--- config.mk ---
export PLATFORM = sky130hd
export DESIGN_NAME = ws2812_rx_decoder
export DESIGN_NICKNAME = d
export VERILOG_FILES = /design/src/rtl/ws2812_rx_decoder.sv
export SDC_FILE = /design/constraint.sdc
export NUM_CORES = 1
export LEC_CHECK = 0
export CORE_MARGIN = 1
export CORE_UTILIZATION = 45
export DETAILED_ROUTE_END_ITERATION = 10
export PLACE_DENSITY = 0.68
export SLEW_MARGIN = 20
export SYNTH_ARGS = -nofsm -noshare
export SYNTH_HDL_FRONTEND = slang
export SYNTH_SLANG_ARGS = --single-unit
--- constraint.sdc ---
create_clock -name clk -period 1.9 [get_ports clk]
set_clock_uncertainty 0.15 [all_clocks]
set_input_delay 0.19 -clock clk [delete_from_list [all_inputs] [get_ports clk]]
set_output_delay 0.19 -clock clk [all_outputs]
set_load 0.02 [all_outputs]
--- src/rtl/ws2812_rx_decoder.sv ---
// ws2812_rx_decoder: rebuilds 24-bit GRB pixels and frame boundaries from a WS2812 serial line.
// Latency: pixel_valid 1 cycle after the synchronised last fall; no backpressure, strobes are fire-and-forget.
module ws2812_rx_decoder #(
  parameter int ONE_THRESH   = 30,
  parameter int HIGH_TIMEOUT = 60,
  parameter int RESET_CNT    = 2500,
  parameter int MAX_PIXELS   = 110,
  parameter int IDX_W        = 7
) (
  input  logic             clk,
  input  logic             rst_n,
  input  logic             din,
  output logic [23:0]      pixel_data,
  output logic             pixel_valid,
  output logic [IDX_W-1:0] pixel_index,
  output logic             frame_done,
  output logic [IDX_W-1:0] pixel_count,
  output logic             err
);

  localparam int HC_W = $clog2(HIGH_TIMEOUT + 2);
  localparam int LC_W = $clog2(RESET_CNT + 1);
  localparam logic [HC_W-1:0]  HC_SAT    = HC_W'(HIGH_TIMEOUT + 1);
  localparam logic [HC_W-1:0]  HC_TO     = HC_W'(HIGH_TIMEOUT);
  localparam logic [HC_W-1:0]  HC_ONE    = HC_W'(ONE_THRESH);
  localparam logic [LC_W-1:0]  LC_GAP_M1 = LC_W'(RESET_CNT - 1);
  localparam logic [IDX_W-1:0] PIX_MAX   = IDX_W'(MAX_PIXELS);

  typedef enum logic [1:0] {SYNC, IDLE, HIGH, LOW} state_t;

  state_t           state;
  logic             din_meta, din_s, din_q;
  logic [HC_W-1:0]  high_cnt;
  logic [LC_W-1:0]  low_cnt;
  logic [4:0]       bit_cnt;
  logic [IDX_W-1:0] pix_cnt;
  // Only the first 23 bits are stored; the 24th is merged in on the completing fall.
  logic [22:0]      shift_reg;
  logic             rise, bit_val;

  assign rise    = din_s & ~din_q;
  assign bit_val = (high_cnt >= HC_ONE);

  always_ff @(posedge clk) begin
    if (!rst_n) begin
      state       <= SYNC;
      din_meta    <= 1'b0;
      din_s       <= 1'b0;
      din_q       <= 1'b0;
      high_cnt    <= '0;
      low_cnt     <= '0;
      bit_cnt     <= '0;
      pix_cnt     <= '0;
      shift_reg   <= '0;
      pixel_data  <= '0;
      pixel_valid <= 1'b0;
      pixel_index <= '0;
      frame_done  <= 1'b0;
      pixel_count <= '0;
      err         <= 1'b0;
    end else begin
      din_meta    <= din;
      din_s       <= din_meta;
      din_q       <= din_s;
      pixel_valid <= 1'b0;
      frame_done  <= 1'b0;
      case (state)
        SYNC: begin
          if (din_s) begin
            low_cnt <= '0;
          end else if (low_cnt >= LC_GAP_M1) begin
            low_cnt <= '0;
            state   <= IDLE;
          end else begin
            low_cnt <= low_cnt + 1'b1;
          end
        end
        IDLE: begin
          if (rise) begin
            high_cnt <= HC_W'(1);
            state    <= HIGH;
          end
        end
        HIGH: begin
          if (din_s) begin
            if (high_cnt < HC_SAT) high_cnt <= high_cnt + 1'b1;
            // This cycle would be pulse cycle HIGH_TIMEOUT+1: resynchronise on the next gap.
            if (high_cnt >= HC_TO) begin
              err     <= 1'b1;
              bit_cnt <= '0;
              pix_cnt <= '0;
              low_cnt <= '0;
              state   <= SYNC;
            end
          end else begin
            low_cnt <= LC_W'(1);
            state   <= LOW;
            if (bit_cnt == 5'd23) begin
              bit_cnt <= '0;
              if (pix_cnt < PIX_MAX) begin
                pixel_valid <= 1'b1;
                pixel_data  <= {shift_reg, bit_val};
                pixel_index <= pix_cnt;
                pix_cnt     <= pix_cnt + 1'b1;
              end else begin
                err <= 1'b1;
              end
            end else begin
              shift_reg <= {shift_reg[21:0], bit_val};
              bit_cnt   <= bit_cnt + 1'b1;
            end
          end
        end
        LOW: begin
          if (rise) begin
            high_cnt <= HC_W'(1);
            state    <= HIGH;
          end else if (low_cnt >= LC_GAP_M1) begin
            if (pix_cnt != '0) begin
              frame_done  <= 1'b1;
              pixel_count <= pix_cnt;
            end
            if (bit_cnt != '0) err <= 1'b1;
            pix_cnt <= '0;
            bit_cnt <= '0;
            low_cnt <= '0;
            state   <= IDLE;
          end else begin
            low_cnt <= low_cnt + 1'b1;
          end
        end
        default: state <= SYNC;
      endcase
    end
  end

endmodule

==> flow_metrics.py, run 1 <==
metrics = {
    "run_status": {
        "status": "complete, but fails checks",
        "violations": "design-rule violations",
    },
    "clock_tree": {
        "cts-root-buf": "clkbuf_8",
        "clkTransAtPathRegs_ns": 0.10,
        "cts_tree": "done",
        "insertion_delay_ns": 0.36,
        "htreeDepth": 3,
        "cts_sinks": 99,
        "clockBufferDepth": 2,
        "numCtsBuffers": 9,
        "cts_hold_buf": 0,
    },
    "timing": {
        "min_period_ns": 1.84,
        "fmax_mhz": 542,
        "rsz0062_at_grt": "yes",
        "hold_viol_final": 0,
        "setup_viol": 0,
        "timing.final.crit_share_pct": 97.0,
        "worst_slew_pin_slew_ns": 0.369,
        "finalMaxSlewViolations": 0,
        "worst_slew_margin_rel_pct": 75.4,
    },
    "critical_path": {
        "critPathArrivalTime_ns": 1.94,
        "rrSetupSlack_ns": 0.06,
        "critPathKind": "flip-flop to flip-flop",
        "path_max_fanout": 5,
        "start_kind": "flip-flop",
        "required_ns": 2.00,
        "crit_path_end_kind": "flip-flop",
    },
    "logic_synthesis": {
        "yosysTopAreaCell": "dfxtp_1",
        "synth.avg_cell_area_sq_um": 8.18,
        "synth_edf_count": 0,
        "synth_cells": 510,
        "ys_ff_latch": 99,
        "yosysTopAreaCellShare_pct": 47.5,
        "yosysSeqAreaShare_pct": 47.5,
        "synthArstFlopShare_pct": 0,
        "yosys-top-cells-area": "dfxtp_1 (47%), nand2_1 (12%), a21oi_1 (8.0%)",
        "ys_warn_count": 0,
        "syn_nets": 521,
        "synth-main-ff-cell": "dfxtp_1",
        "synth_area_sq_um": 4170,
        "ys_types": 50,
    },
    "drt": {
        "viasPerCell": 5.24,
        "top_layer": "met4",
        "antenna_left": 0,
        "totalWireLength_um": 9580,
        "wl_met2_um": 4760,
        "first_pass_iters": 7,
        "drt_first_iter_violations": 203,
        "avgRoutedWirePerCell_um": 13.7,
        "vias": 3665,
        "met3WireLength_um": 409,
        "drc": 1,
        "wl_met1_um": 4290,
    },
    "finish": {
        "syn_to_final_growth_pct": 28.9,
        "fillerInstances": 761,
        "drive_gt1_share_pct": 17.4,
        "multi_input_area_sq_um": 2070,
        "nNetsFinal": 597,
        "diodes": 0,
        "stdcell_area_sq_um": 5380,
        "regArea_sq_um": 1990,
        "largest_reg_flops": 24,
    },
    "power": {
        "pwr-share-seq_pct": 57.8,
        "power_w": 0.00362,
        "swShare_pct": 22.9,
        "leakage_nw": 1.89,
        "ir_worst_vdd_mv": 0.435,
        "clkPwrFrac_pct": 39.6,
        "cellInternalPower_w": 0.00279,
        "pwr-share-comb_pct": 2.6,
        "powerDensity_nw_per_um2": 672,
        "p_switching_w": 0.000829,
    },
    "floorplan": {
        "die_y_um": 98.3,
        "rows": 34,
        "design.portCount": 44,
        "initial_core_util_pct": 47.2,
        "die_x_um": 98.3,
        "dieArea_sq_um": 9660,
        "fp.coreArea_sq_um": 8850,
    },
    "min_path": {
        "min_path_type": "input port to flip-flop",
    },
    "grt": {
        "grt-ovfl-total": 0,
        "grt_antenna_before_repair": 0,
        "track_usage_pct": 20.0,
        "grt_max_degree": 61,
        "grt_pass1_vias": 3508,
        "grt_first_pass_wirelength_um": 15800,
    },
    "place": {
        "globalplace.congestion": 0.826,
        "dpl-instance-area_sq_um": 4950,
        "io_buffers": 43,
        "dpl.hpwl_um": 6240,
    },
    "run": {
        "max_cap_violations": 0,
    },
}
==> timing repair <==
item                                    CTS  global route
endpoints found under the setup margin   17            85
pin swaps                                 3             4
setup buffers                             2             7
cloned                                    0             1
resized for setup                         3            24
==> cell families after synthesis <==
| family | Yosys count | share of synthesized area [%] |
|---|---|---|
| DFF | 99 | 47.5 |
| xor gates and xnor gates | 14 | 2.94 |
| AOI/OAI and AO/OA | 114 | 16.5 |
| muxes | 2 | 0.480 |
| and+or+nand+nor | 230 | 25.2 |
| buffers and inverters | 43 | 5.01 |
| adders and majority gates | 8 | 2.40 |
==> cells in the mapped netlist (3+ instances only) <==
cell      count
nand2_1     135
dfxtp_1      99
a21oi_1      67
nor2_1       27
nand3_1      18
clkbuf_1     17
inv_1        11
xnor2_1      10
buf_2         8
ha_1          8
nand4_1       7
nor3_1        7
o21ai_1       7
a21o_1        6
a211oi_1      5
nand2b_1      5
and2_1        4
and3_1        4
buf_6         4
o21ai_0       4
o22ai_1       4
xor2_1        4
a211o_1       3
a31oi_1       3
nand3b_1      3
nor2b_1       3
nor3b_1       3
o31ai_1       3
==> layer usage <==
metal / global-route usage (%) / up-vias
met3: 3.79 / 10
met2: 34.1 / 86
met5: 0 / -
met4: 6.77 / 0
li1: - / 1874
met1: 25.3 / 1695
==> final timing paths <==
path,start,end,depth (start not counted)
worst max-delay path,low_cnt[0],pix_cnt[4],7
worst min-delay path,din,din_meta,2
worst max register to register,low_cnt[0],pix_cnt[4],7
worst min register to register,din_meta,din_s,1
==> metrics by stage <==
stage / setup WS, ns / hold WS, ns / util, % / TNS, ns / std cells
after global placement: -0.0177 / 0.274 / 55.9 / -0.0194 / 673
after detailed placement: -0.0650 / 0.273 / 55.9 / -0.230 / 673
after CTS: 0.000329 / 0.263 / 58.7 / 0 / 691
after floorplan: 0.00354 / 0.167 / - / 0 / 510
final: 0.0562 / 0.267 / 60.8 / 0 / 699
after global routing: -0.0171 / 0.247 / 60.8 / -0.0315 / 699
==> placed cells by master (no fill, tap or decap), types with 3 or more instances in the layout <==
cell type / Yosys / final
a21o_1: 6 / 5
o22ai_1: 4 / 4
dfxtp_1: 99 / 91
nor3_1: 7 / 7
clkbuf_8: 0 / 10
and2_1: 4 / 4
xnor2_1: 10 / 10
buf_4: 2 / 46
nand3b_1: 3 / 3
a21oi_1: 67 / 67
nor2_1: 27 / 26
nand4_1: 7 / 7
inv_1: 11 / 11
nand2_1: 135 / 135
dfxtp_2: 0 / 7
xor2_1: 4 / 4
a211oi_2: 0 / 4
buf_12: 0 / 6
a211o_1: 3 / 3
clkdlybuf4s50_1: 0 / 43
o21ai_1: 7 / 7
ha_1: 8 / 6
o21ai_0: 4 / 4
a31oi_1: 3 / 3
nand3_1: 18 / 18
nand2b_1: 5 / 5
==> worst max-delay path: stages, from the launching register on <==
cell,delay [ns]
dfxtp_2,0.37
ha_4,0.15
nor4_4,0.04
a211oi_4,0.34
buf_4,0.20
a21o_1,0.24
a21o_1,0.16
o31ai_1,0.07
==> power groups by stage <==
stage	combinational (W)	sequential, W	clock (W)
after floorplan	0.0000616	0.00213	0
after global placement	0.0000893	0.00213	0
after detailed placement	0.0000903	0.00214	0
after CTS	0.0000910	0.00209	0.00147
after global routing	0.000105	0.00209	0.00154
final	0.0000947	0.00209	0.00143
==> area by class of cell <==
type	count	area share [%]
well taps	108	2.51
clock inverters	6	1.53
flip-flops and latches	99	37.1
clock buffers	10	2.56
repair buffers	96	17.1
multi-input cells	368	38.4
inverters	12	0.837
Note: power is estimated with default switching activity, not from simulation.
==> run 2, diff against run 1 <==
- CORE_MARGIN: 1 -> not set
- SETUP_SLACK_MARGIN: not set -> 0.02
==> run 2 against run 1 <==
  * The run now ends clean
  * Clock-buffer cell count is the same
  * Sequential share of layout area grew 0.46 points
  * Sequential cell count is the same
  * Core utilization shrank 0.82 points
  * Largest cell class unchanged
==> flow_metrics.py, run 2 (same netlist as run 1, synthesis figures left out) <==
metrics = {
    "power": {
        "power_w": 0.00350,
        "ir_worst_vdd_mv": 0.481,
        "swShare_pct": 24.0,
        "p_switching_w": 0.000841,
        "cellInternalPower_w": 0.00266,
        "clkPwrFrac_pct": 37.5,
        "powerDensity_nw_per_um2": 659,
        "leakage_nw": 1.84,
        "pwr-share-seq_pct": 59.7,
        "pwr-share-comb_pct": 2.8,
    },
    "grt": {
        "grt_max_degree": 61,
        "grt_antenna_before_repair": 0,
        "track_usage_pct": 20.1,
        "grt_pass1_vias": 3547,
        "grt_first_pass_wirelength_um": 15800,
        "grt-ovfl-total": 0,
    },
    "floorplan": {
        "fp.coreArea_sq_um": 8850,
        "initial_core_util_pct": 47.2,
        "rows": 34,
        "die_y_um": 98.3,
        "die_x_um": 98.3,
        "dieArea_sq_um": 9660,
        "design.portCount": 44,
    },
    "critical_path": {
        "critPathKind": "flip-flop to flip-flop",
        "r2r-end": "pix_cnt[3]",
        "start_kind": "flip-flop",
        "rrSetupSlack_ns": 0.06,
        "critPathArrivalTime_ns": 1.98,
        "path_max_fanout": 6,
        "startpoint": "low_cnt[0]",
        "r2r_cells": 6,
        "crit_path_end": "pix_cnt[3]",
        "crit_path_end_kind": "flip-flop",
        "timing.rr.start": "low_cnt[0]",
        "required_ns": 2.04,
    },
    "min_path": {
        "min_path_type": "input port to flip-flop",
        "worstHoldStart": "din",
    },
    "clock_tree": {
        "cts_hold_buf": 0,
        "cts_sinks": 99,
        "numCtsBuffers": 9,
        "htreeDepth": 3,
        "cts_tree": "done",
        "clkTransAtPathRegs_ns": 0.10,
        "insertion_delay_ns": 0.37,
        "clockBufferDepth": 2,
        "cts-root-buf": "clkbuf_8",
    },
    "finish": {
        "final_cell_mix": "nand2_1 (135), dfxtp_1 (91), a21oi_1 (65)",
        "nNetsFinal": 591,
        "fillerInstances": 798,
        "diodes": 0,
        "largest_reg_flops": 24,
        "final_core_util_pct": 60.0,
        "syn_to_final_growth_pct": 27.2,
        "drive_gt1_share_pct": 17.4,
        "final_common_cell": "nand2_1",
    },
    "timing": {
        "min_period_ns": 1.84,
        "rsz0062_at_grt": "yes",
        "fmax_mhz": 543,
        "finalMaxSlewViolations": 0,
        "hold_viol_final": 0,
        "setup_viol": 0,
        "worst_slew_margin_rel_pct": 75.4,
        "worst_slew_pin_slew_ns": 0.368,
        "timing.final.crit_share_pct": 97.0,
    },
    "run": {
        "max_cap_violations": 0,
    },
    "drt": {
        "drc": 0,
        "drt_first_iter_violations": 191,
        "vias": 3635,
        "totalWireLength_um": 9060,
        "first_pass_iters": 8,
        "viasPerCell": 5.25,
        "antenna_left": 0,
        "avgRoutedWirePerCell_um": 13.1,
    },
    "place": {
        "globalplace.congestion": 0.849,
        "dpl.hpwl_um": 6260,
        "io_buffers": 43,
    },
    "run_status": {
        "status": "completed",
    },
}
run 2: changes by cell type in the layout (fill, tap and decap cells not counted), moves of 2 or more:
cell	change
buf_4	-6
buf_6	+3
a21o_4	+2
a21oi_1	-2
a21oi_2	+2
buf_12	-2
clkinvlp_4	+2
inv_8	+2
run 2: area by class of cell:
| class | instances | area (sq um) | area share, % |
|---|---|---|---|
| multi-input cells | 368 | 2100 | 39.5 |
| flip-flops and latches | 99 | 1990 | 37.5 |
| well taps | 108 | 135 | 2.55 |
| clock inverters | 6 | 56.3 | 1.06 |
| clock buffers | 10 | 138 | 2.59 |
| inverters | 12 | 45.0 | 0.848 |
| repair buffers | 90 | 845 | 15.9 |
run 2: worst min path at each step:
stage / depth (start not counted) / slack (ns) / to
2_1_floorplan: 1 / 0.17 / din_meta
3_3_place_gp: 1 / 0.27 / din_s
3_5_place_dp: 1 / 0.28 / din_s
4_1_cts: 2 / 0.26 / din_meta
5_1_grt: 2 / 0.28 / din_meta
6_report: 2 / 0.27 / din_meta
run 2: what timing repair did:
action,in CTS,in global routing
gates resized for setup,1,32
endpoints found under the setup margin,17,85
pin swaps,2,6
setup buffers,0,1
run 2: metrics by stage:
step                      hold slack [ns]  setup slack [ns]  area [sq um]  TNS (ns)  cells
final                               0.268            0.0577          5310         0    693
after CTS                           0.258            0.0189          5170         0    692
after detailed placement            0.283           -0.0130          4980   -0.0428    676
after floorplan                     0.167            0.0654          4180         0    510
after global routing                0.275           -0.0148          5310   -0.0277    693
after global placement              0.275            0.0522          4980         0    676
run 2: critical path, stage by stage, from the launching register on:
cell	delay (ns)
dfxtp_2	0.37
ha_4	0.16
nor4_4	0.04
a211oi_4	0.37
a21oi_2	0.11
a211o_4	0.36
o31ai_2	0.21
run 2: layer usage:
metal / vias up / track usage [%] / wire length (um)
li1: 1860 / - / -
met1: 1692 / 24.8 / 4040
met2: 71 / 34.6 / 4540
met3: 12 / 3.87 / 364
met4: 0 / 7.58 / 112
met5: - / 0 / 0
run 2: power by group through the flow:
stage	Sequential [W]	Combinational (W)	Clock, W
global route	0.00209	0.000109	0.00143
detailed placement	0.00213	0.0000903	0
finish	0.00209	0.0000976	0.00131
floorplan	0.00213	0.0000616	0
global placement	0.00213	0.0000895	0
CTS	0.00209	0.0000913	0.00135
==> RTL change 1: new RTL, settings of run 2 <==
Change the parameter `HIGH_TIMEOUT` from 60 to 30.
--- a/src/rtl/ws2812_rx_decoder.sv
+++ b/src/rtl/ws2812_rx_decoder.sv
@@ -2,7 +2,7 @@
 // Latency: pixel_valid 1 cycle after the synchronised last fall; no backpressure, strobes are fire-and-forget.
 module ws2812_rx_decoder #(
   parameter int ONE_THRESH   = 30,
-  parameter int HIGH_TIMEOUT = 60,
+  parameter int HIGH_TIMEOUT = 30,
   parameter int RESET_CNT    = 2500,
   parameter int MAX_PIXELS   = 110,
   parameter int IDX_W        = 7
Function: no difference found for any inputs over 10 cycles, from zero or initial values and one cycle with rst_n low; that may be too few to reach the edited logic, so the function may still have changed.
==> RTL change 1 against run 2 <==
Setup slack got worse by 0.051 ns. Via count barely moved. Combinational power rose by 17%. Global-route usage rose by 1.5 points. Synthesized area fell by 4.4%. Cell area fell by 0.92%. Sequential cell count fell by 1. Critical path depth did not move. Hold slack improved by 0.017 ns. Synthesized cell count fell by 4.7%. Routed wire length rose by 4.5%. Power rose by 0.23%. Utilization rose by 2.8 points. Critical endpoint is now pix_cnt[6]$_SDFFE_PN0P_. Largest cell class unchanged.
==> RTL change 1: results <==
[final_layout]
multi_input_area_um2 = 2010
fin_nets = 582
multi_input_gates = 351
fillers = 724

[logic_synthesis]
yosysSeqAreaShare_pct = 49.2
synth-seq-cells = 98
syn_nets = 496
ys_types = 46
yosys-top-cells-area = dfxtp_1 49%, nand2_1 11%, a21oi_1 9.3%

[power]
pwr-share-clk_pct = 37.8
ir_worst_vdd_v = 0.000369
power_density_nw_per_um2 = 667
p_leak_nw = 1.86

[drt]
first_iter_violations = 166
wire_per_inst_um = 13.9

[place]
place_area_um2 = 4860
dpl.hpwl_mm = 6.51
dp.cells = 657

[worst_setup_path]
arrival_ns = 2.03
reg2reg_from = bit_cnt[0]$_SDFFE_PN0P_
crit_slowest_cell = or3_4

[clock_network]
post_cts_buffers = 3

[run_status]
status = finished, final reports clean

[sta]
fin_ws_ns = 0.00713

[grt]
grt_max_degree = 34
[RTL change 1: changes by cell type after synthesis, sizes merged, moves of 5 or more]
cell | before | now
nand2 | 135 | 119
buf | 14 | 2
clkbuf | 17 | 25
a21oi | 69 | 76
mux2i | 2 | 9
nand3 | 18 | 12
nor2 | 28 | 34
a21o | 6 | 1
o21ai | 11 | 16
[RTL change 1: logic make-up (layout without fill, tap and decap cells)]
kind of cell	Yosys count	count (layout)	synth area share, %
AO/OA/AOI/OAI	115	115	17.0
XOR/XNOR	10	10	2.19
buffers and inverters	37	128	3.54
AND/OR/NAND/NOR	210	210	23.7
multiplexers	9	9	2.26
adder cells (fa/ha/maj)	7	7	2.19
flip-flops	98	98	49.2
[RTL change 1: metal layers]
layer  up-vias  routed length (um)  GRT usage [%]
li1       1833                   -              -
met1      1688                4320           27.1
met2        93                4560           36.1
met3        18                 413           3.55
met4         0                 170           10.2
met5         -                   0              0
==> RTL change 2: new RTL, settings of run 2 <==
Without the edit above. Encoding of `state_t`: now Gray code (2 bits for 4 states).
--- a/src/rtl/ws2812_rx_decoder.sv
+++ b/src/rtl/ws2812_rx_decoder.sv
@@ -26,7 +26,7 @@
   localparam logic [LC_W-1:0]  LC_GAP_M1 = LC_W'(RESET_CNT - 1);
   localparam logic [IDX_W-1:0] PIX_MAX   = IDX_W'(MAX_PIXELS);
 
-  typedef enum logic [1:0] {SYNC, IDLE, HIGH, LOW} state_t;
+  typedef enum logic [1:0] {SYNC = 2'b00, IDLE = 2'b01, HIGH = 2'b11, LOW = 2'b10} state_t;
 
   state_t           state;
   logic             din_meta, din_s, din_q;
Check against the original RTL: same outputs for any inputs over 10 cycles, from zero or initial values and one cycle with rst_n low; not proved beyond that.
==> RTL change 2 against run 2 <==
The flow now finishes with violations (negative setup slack). Largest power group unchanged. Die area grew 1.9%. Power grew 0.33%. Global-route usage fell by 0.40 points. Fmax decreased by 8.3%. Utilization is 0.87 points lower. Setup slack got worse by 0.17 ns. Sequential cell count did not move. Synthesized area increased by 1.9%. Cell area up 2.4%. Routed wire length up 4.6%.
==> RTL change 2: results <==
[logic_synthesis]
syn_nets = 535
synthAdderAreaFrac_pct = 3.82
synth.avg_cell_area_um2 = 8.20
synth_xor_area_share_pct = 1.44
ys_types = 54
yosys-top-cells-area = dfxtp_1 47%, nand2_1 11%, a21oi_1 7.9%
yosysSeqAreaShare_pct = 46.6
synth_compound_area_share_pct = 17.0

[grt]
grt_pass1_wl_mm = 15.8
grt_pass1_vias = 3501
grt_max_degree = 43
grt.total_usage_pct = 19.7

[worst_setup_path]
arrival_ns = 2.16
rr_worst_depth = 7
cp-startpoint = state[0]$_SDFFE_PN0P_
reg2reg_from = state[0]$_SDFFE_PN0P_
crit_family = simple AND/OR/NAND/NOR gates
crit_slowest_cell = or4b_4

[run_status]
status = complete, but fails checks
failed_checks = negative setup slack

[sta]
finalSetupTns_ns = -0.717
setup_viol = 26
fin_ws_ns = -0.109
hold_slack_ns = 0.241
slew_headroom_pct = 62.1

[drt]
dr.pass1.iters = 4
first_iter_violations = 162
num_vias = 3819

[place]
gp_routability_congestion = 0.810
dpl.hpwl_mm = 6.16
dpl_worst_slack_ns = -0.0438
place_area_um2 = 5020

[power]
ir_worst_vdd_v = 0.000455
p_leak_nw = 1.94
RTL change 2: cell types whose count changed after synthesis, sizes merged, moves of 6 or more:
| cell | change |
|---|---|
| a31oi | +10 |
| a21o | -6 |
| nand2 | -11 |
| mux2i | +7 |
| nor2 | +12 |
| xnor2 | -8 |
RTL change 2: timing repair:
action                     4_1_cts  5_1_grt
pin swaps                        6       12
gates resized for setup          6       33
setup endpoints to repair       30       95
buffers inserted                 0        8
RTL change 2: per-layer routing:
| metal | vias to the layer above | routed length [um] | GRT usage (%) |
|---|---|---|---|
| li1 | 1922 | - | - |
| met1 | 1811 | 4210 | 24.1 |
| met2 | 79 | 4840 | 34.7 |
| met3 | 7 | 331 | 3.79 |
| met4 | 0 | 89 | 6.67 |
| met5 | - | 0 | 0 |
RTL change 2: area by class of cell:
type                            count  area, um2
Clock inverter                      7       72.6
Multi-Input combinational cell    376       2250
Sequential cell                    99       1990
Clock buffer                        9        124
Inverter                           13       53.8
Timing Repair Buffer               85        803
Tap cell                          111        139
Fill cell                         819       3760
